==> config.mk <==
export PLATFORM = sky130hd
export DESIGN_NAME = piso_serializer_flat
export DESIGN_NICKNAME = d
export VERILOG_FILES = /design/src/rtl/piso_serializer_if.sv /design/src/rtl/piso_serializer.sv /design/src/flat_wrapper.sv
export SDC_FILE = /design/constraint.sdc
export NUM_CORES = 1
export LEC_CHECK = 0
export ABC_CLOCK_PERIOD_IN_PS = 2090
export CAP_MARGIN = 5
export CORE_MARGIN = 2
export CORE_UTILIZATION = 45
export DETAILED_ROUTE_END_ITERATION = 8
export PLACE_DENSITY = 0.83
export SETUP_SLACK_MARGIN = 0.15
export SLEW_MARGIN = 20
export SYNTH_ARGS = -nofsm -noshare
export SYNTH_HDL_FRONTEND = slang
export SYNTH_SLANG_ARGS = --single-unit
export TNS_END_PERCENT = 100
==> constraint.sdc <==
create_clock -name clk -period 2.09 [get_ports clk]
set_input_delay 0.418 -clock clk [delete_from_list [all_inputs] [get_ports clk]]
set_output_delay 0.418 -clock clk [all_outputs]
set_load 0.005 [all_outputs]
==> src/rtl/piso_serializer_if.sv <==
// Load-side handshake and serial output bundle for piso_serializer.
interface piso_serializer_if #(
    parameter int unsigned WIDTH = 8
);
    logic             load_valid;
    logic             load_ready;
    logic [WIDTH-1:0] din;
    logic             sout;
    logic             sout_valid;
    logic             done;

    // Word source / serial sink side
    modport master (
        output load_valid,
        output din,
        input  load_ready,
        input  sout,
        input  sout_valid,
        input  done
    );

    // Serializer side
    modport slave (
        input  load_valid,
        input  din,
        output load_ready,
        output sout,
        output sout_valid,
        output done
    );
endinterface

==> src/rtl/piso_serializer.sv <==
// Parallel-in/serial-out serializer: one word per handshake, one bit per clock,
// done pulse in the cycle after the last bit.
module piso_serializer #(
    parameter int unsigned WIDTH     = 8,
    parameter bit          MSB_FIRST = 1'b1
) (
    input  logic               clk,
    input  logic               rst,
    piso_serializer_if.slave   bus
);
    localparam int unsigned CNT_W = $clog2(WIDTH);

    typedef enum logic [1:0] {
        IDLE  = 2'd0,
        SHIFT = 2'd1,
        DONE  = 2'd2
    } state_t;

    state_t             state;
    logic [WIDTH-1:0]   shreg;
    logic [CNT_W-1:0]   cnt;
    logic               done_q;
    logic [WIDTH-1:0]   shreg_next_c;
    logic               accept_c;

    // Next shift-register value; the vacated end fills with 0 so an emptied register reads 0
    always_comb begin
        shreg_next_c = shreg;
        if (MSB_FIRST) begin
            shreg_next_c = {shreg[WIDTH-2:0], 1'b0};
        end else begin
            shreg_next_c = {1'b0, shreg[WIDTH-1:1]};
        end
    end

    assign accept_c = bus.load_valid && bus.load_ready;

    // Control FSM, bit counter and shift register
    always_ff @(posedge clk) begin
        if (rst) begin
            state  <= IDLE;
            shreg  <= '0;
            cnt    <= '0;
            done_q <= 1'b0;
        end else begin
            done_q <= 1'b0;
            case (state)
                IDLE: begin
                    if (accept_c) begin
                        shreg <= bus.din;
                        cnt   <= '0;
                        state <= SHIFT;
                    end
                end
                SHIFT: begin
                    shreg <= shreg_next_c;
                    if (cnt == CNT_W'(WIDTH - 1)) begin
                        cnt    <= '0;
                        state  <= DONE;
                        done_q <= 1'b1;
                    end else begin
                        cnt <= cnt + CNT_W'(1);
                    end
                end
                DONE: begin
                    if (accept_c) begin
                        shreg <= bus.din;
                        cnt   <= '0;
                        state <= SHIFT;
                    end else begin
                        state <= IDLE;
                    end
                end
                default: begin
                    // Unreachable encoding: recover quietly to IDLE
                    state <= IDLE;
                    shreg <= '0;
                    cnt   <= '0;
                end
            endcase
        end
    end

    // Outputs decoded straight from flops; sout is a single register bit
    assign bus.load_ready = ((state == IDLE) || (state == DONE)) && !rst;
    assign bus.sout_valid = (state == SHIFT);
    assign bus.sout       = MSB_FIRST ? shreg[WIDTH-1] : shreg[0];
    assign bus.done       = done_q;

endmodule

==> src/flat_wrapper.sv <==
// flat-port wrapper written by rule: the top's interface ports become plain ports
module piso_serializer_flat 
#(
    parameter int unsigned WIDTH     = 8,
    parameter bit          MSB_FIRST = 1'b1
)
  (clk, rst, bus_load_valid, bus_din, bus_load_ready, bus_sout, bus_sout_valid, bus_done);
  piso_serializer_if #(.WIDTH(WIDTH)) bus_i ();
  input  logic clk;
  input  logic rst;
  input wire logic [$bits(bus_i.load_valid)-1:0] bus_load_valid;
  input wire logic [$bits(bus_i.din)-1:0] bus_din;
  output wire logic [$bits(bus_i.load_ready)-1:0] bus_load_ready;
  output wire logic [$bits(bus_i.sout)-1:0] bus_sout;
  output wire logic [$bits(bus_i.sout_valid)-1:0] bus_sout_valid;
  output wire logic [$bits(bus_i.done)-1:0] bus_done;
  assign bus_i.load_valid = bus_load_valid;
  assign bus_i.din = bus_din;
  assign bus_load_ready = bus_i.load_ready;
  assign bus_sout = bus_i.sout;
  assign bus_sout_valid = bus_i.sout_valid;
  assign bus_done = bus_i.done;
  piso_serializer #(.WIDTH(WIDTH), .MSB_FIRST(MSB_FIRST)) u_core (.clk(clk), .rst(rst), .bus(bus_i));
endmodule
==> reports/metrics.yaml, run 1 <==
fp.dieH_um: 40.5
cp_num_buf_inv: 1
synth_edf_count: 0
clk_pin_slew_worst_paths_ns: 0.08
grtUsageMet3_pct: 5.00
p_comb_share_pct: 13.6
max_stage_delay_ns: 0.48
switching_share_pct: 21.9
nNetsFinal: 85
synth_cells: 52
cts_tree: "built"
nFillCells: 116
die_x_um: 40.5
min_period_over_period_pct: 85.9
worstPathCellList: "and2b_2 -> clkdlybuf4s50_1"
start_util_pct: 47.1
slew_headroom_pct: 71.8
area_delta_synth_final_pct: 34.1
root_buffer: "clkbuf_4"
wl_per_cell_um: 11.1
drt_iter0_drc: 6
synthArstFlopShare_pct: 0
cts_htree_levels: 1
p_seq_share_pct: 52.0
leakage_nw: 0.334
internal_power_uw: 435
power.net_switching_uw: 122
startpoint_type: "register"
viasPerCell: 5.08
cts_buffers: 3
wirelength_um: 953
ys_ff_latch: 14
finalSetupViolations: 0
clock_latency_ns: 0.27
use_met2_pct: 20.6
grt_remaining_overflow: 0
grt_pass1_wl_um: 1570
min-delay-start: "u_core.shreg[6]"
ys.flop_type: "dfxtp_1"
tightest_slew_ns: 0.421
r2r-start: "u_core.cnt[0]"
pin_count: 15
hold_viol_final: 0
use_met1_pct: 19.3
clock-sinks: 14
cts_setup_buffers: 0
cts_buffer_depth: 2
dieArea_um2: 1640
worstSetupPathType: "reg2out"
period_needed_ns: 1.80
max_cap_viol_count: 0
dpl.hpwl_um: 713
drc: 0
min_path_type: "reg2reg"
arrival_ns: 1.38
gp_congestion: 0.680
grt_start_max_net_pins: 11
ys_warn_count: 0
critPathMaxFanout: 9
hold_slack_ns: 0.466
num_rows: 13
grt_antenna_before_repair: 0
tns_ns: 0
status: "finished, final reports clean"
diodes: 0
worstPathRequired_ns: 1.67
max_freq_mhz: 557
drive_gt1_share_pct: 14.1
firstDrtPassIters: 3
pwr-share-clk_pct: 34.3
yosysSeqAreaShare_pct: 46.9
grt.total_usage_pct: 15.3
crit_path_end_kind: "output pin"
cp_top_family: "buffers and inverters"
slew_violations: 0
rsz0062_at_grt: "no"
synth_cell_types: 20
grt_pass1_vias: 370
ant_nets: 0
crit_start: "u_core.state[0]"
p_per_area_nw_per_um2: 695
netlist_area_um2: 598
grt_busiest_layer: "met2"
port_buffers: 14
vdd_ir_drop_max_v: 0.000407
cpMaxStageDelayCell: "clkdlybuf4s50_1"
syn-mean-instance-area_um2: 11.5
synth_fp_nets: 65
design.core.area_um2: 1270
num_vias: 437
skew_ns: 0.000358
## sequential cells by signal, indices dropped and copies added, names as in the netlist
name / count
u_core.shreg: 8
u_core.cnt: 3
u_core.state: 2
u_core.bus.done: 1
## path summary, 6_finish.rpt
path	slack (ns)	cells after the start	endpoint
min	0.47	1	u_core.shreg[7]
max reg2reg	0.67	4	u_core.cnt[0]
max	0.29	2	bus_sout_valid
min reg2reg	0.47	1	u_core.shreg[7]
## cell families (layout without fill, tap and decap cells)
| group | after synthesis | count (layout) | synth area share, % |
|---|---|---|---|
| adders and majority gates | 2 | 2 | 4.18 |
| muxes | 8 | 8 | 13.4 |
| buffers and inverters | 4 | 23 | 3.35 |
| and+or+nand+nor | 13 | 13 | 17.8 |
| AOI/OAI and AO/OA | 11 | 11 | 14.4 |
| DFF | 14 | 14 | 46.9 |
## metrics by stage
stage / instance area [µm²] / std cells / setup slack, ns / utilization (%) / total power, mW
4_1_cts: 802 / 86 / 0.275 / 63.2 / 0.563
3_5_place_dp: 767 / 82 / 0.0606 / 60.5 / 0.374
6_report: 802 / 86 / 0.295 / 63.2 / 0.557
2_1_floorplan: 598 / 52 / 0.771 / - / 0.335
5_1_grt: 802 / 86 / 0.194 / 63.2 / 0.585
3_3_place_gp: 767 / 82 / 0.0615 / 60.5 / 0.373
## cells in the mapped netlist, drive strengths merged (2+ instances only)
cell	number	area, µm²
mux2i	8	80.1
buf	2	12.5
inv	2	7.50
ha	2	25.0
o2bb2ai	7	61.3
or3b	3	26.3
and2	2	12.5
dfxtp	14	280
a21oi	3	15.0
## power groups by stage
stage               Clock, mW  Sequential, mW  Combinational (mW)
finish                  0.191           0.290              0.0759
global route            0.209           0.292              0.0836
CTS                     0.196           0.290              0.0772
detailed placement          0           0.297              0.0777
global placement            0           0.296              0.0768
floorplan                   0           0.294              0.0405
## layout make-up
type | instances | area, µm² | area share (%)
repair buffers | 17 | 161 | 20.1
inverters | 2 | 7.51 | 0.936
multi-input cells | 34 | 298 | 37.1
flip-flops and latches | 14 | 280 | 34.9
well taps | 15 | 18.8 | 2.34
clock buffers | 4 | 36.3 | 4.52
## routing by layer
layer	wire length, µm	vias to the layer above
met5	0	-
met4	14	0
met2	465	7
met1	440	198
li1	-	230
met3	33	2
## repair_timing
item	4_1_cts	5_1_grt
endpoints found under the setup margin	1	0
hold buffers	0	0
hold endpoints to repair	0	0
gates resized for setup	1	0
## cell usage in the layout, fill, tap and decap left out, types with 2 or more instances in the layout
cell type,count
or3b_1,3
ha_1,2
dfxtp_1,14
o2bb2ai_1,7
a21oi_1,3
buf_4,3
clkbuf_4,3
and2_1,2
clkdlybuf4s50_1,13
mux2i_1,8
(Power assumes the default switching activity.)
==> run 2, diff against run 1 <==
Settings changed: CORE_AREA set to 2 2 39 41, CORE_MARGIN 2 to not set, CORE_UTILIZATION 45 to not set, DIE_AREA set to 0 0 41 43.
==> reports/metrics.yaml, run 2 (synthesized netlist as in run 1, its figures left out) <==
final_common_cell: "dfxtp_1"
wirelength_um: 982
dpl-instance-area_um2: 768
p_per_area_nw_per_um2: 693
fin_util_pct: 58.0
p_total_uw: 557
port_buffers: 14
max_cap_viol_count: 0
grt_pass1_wl_um: 1590
reg.largest.list: "u_core.shreg (8), u_core.cnt (3), u_core.state (2)"
finalSetupViolations: 0
clock_latency_ns: 0.28
diodes: 0
drive_gt1_share_pct: 14.1
internal_power_uw: 435
whs_path_depth: 1
layout_common_cells: "dfxtp_1, clkdlybuf4s50_1, mux2i_1"
root_buffer: "clkbuf_4"
cts_buffer_depth: 2
place_inst: 83
slew_violations: 0
grt_antenna_before_repair: 0
cts_htree_levels: 1
pwr-share-clk_pct: 34.2
cts_tree: "built"
num_rows: 14
p_seq_share_pct: 52.0
cts_buffers: 3
area_delta_synth_final_pct: 34.3
rsz0062_at_grt: "no"
power.net_switching_uw: 122
firstDrtPassIters: 2
gp_congestion: 0.761
final_cell_area_um2: 803
timing.final.ws_setup_ns: 0.261
dpl.hpwl_um: 737
grt_remaining_overflow: 0
fp.dieH_um: 43
dp_slack_ns: 0.0276
grt_pass1_vias: 392
switching_share_pct: 21.8
p_comb_share_pct: 13.7
skew_ns: 0.000816
die_x_um: 41
leakage_nw: 0.334
arrival_ns: 1.41
worstPathRequired_ns: 1.67
pin_count: 15
min-delay-start: "u_core.shreg[1]"
vdd_ir_drop_max_v: 0.000458
min_path_type: "reg2reg"
clk_pin_slew_worst_paths_ns: 0.08
num_vias: 432
ant_nets: 0
slew_headroom_pct: 71.8
worstSetupPathType: "in2out"
status: "finished, final reports clean"
critPathMaxFanout: 2
hold_viol_final: 0
period_needed_ns: 1.83
tightest_slew_ns: 0.423
crit_start: "rst"
drc: 0
startpoint_type: "input pin"
viasPerCell: 4.97
r2r_cells: 4
crit_path_end_kind: "output pin"
start_util_pct: 43.2
design.core.area_um2: 1380
max_freq_mhz: 547
top_register: "u_core.shreg"
drt_iter0_drc: 4
wl_per_cell_um: 11.3
grt.total_usage_pct: 13.4
r2r-start: "u_core.cnt[0]"
grt_start_max_net_pins: 11
dieArea_um2: 1760
tns_ns: 0
final_cells: 87
min_period_over_period_pct: 87.5
clock-sinks: 14
nNetsFinal: 85
holdBufCountCts: 0
hold_slack_ns: 0.467
largest_reg_flops: 8
run 2: cell counts in the layout (fill, tap and decap cells not counted):
Identical to the previous run, type by type.
run 2: what timing repair did:
| action | in CTS | in global routing |
|---|---|---|
| endpoints found under the setup margin | 1 | 0 |
| gates resized for setup | 1 | 0 |
| endpoints found under the hold margin | 0 | 0 |
| buffers inserted | 0 | 0 |
run 2: final timing paths:
kind                                   endpoint  slack, ns
worst max-delay path             bus_load_ready       0.26
worst max register to register    u_core.cnt[0]       0.68
worst min register to register  u_core.shreg[2]       0.47
worst min-delay path            u_core.shreg[2]       0.47
run 2: cell type report:
type                            count  area (µm²)
Fill cell                         129         581
Multi-Input combinational cell     34         298
Sequential cell                    14         280
Timing Repair Buffer               17         161
Clock buffer                        4        36.3
Tap cell                           16        20.0
Inverter                            2        7.51
run 2: layer usage:
metal | vias up | share of wire, % | global-route usage, %
li1 | 230 | - | -
met1 | 186 | 51 | 18.8
met2 | 12 | 38 | 17.2
met3 | 4 | 7.3 | 3.14
met4 | 0 | 2.9 | 10.0
met5 | - | 0 | 0
run 2: worst max-delay path, cell delays in order:
cell and delay (ns):
clkdlybuf4s50_1 0.43, or2_1 0.27, inv_2 0.06, dlygate4sd2_1 0.22
run 2: power groups by stage:
stage	clock [mW]	combinational (mW)	sequential [mW]
5_1_grt	0.208	0.0837	0.292
4_1_cts	0.195	0.0773	0.290
6_report	0.191	0.0765	0.290
2_1_floorplan	0	0.0405	0.294
3_3_place_gp	0	0.0770	0.296
3_5_place_dp	0	0.0782	0.296
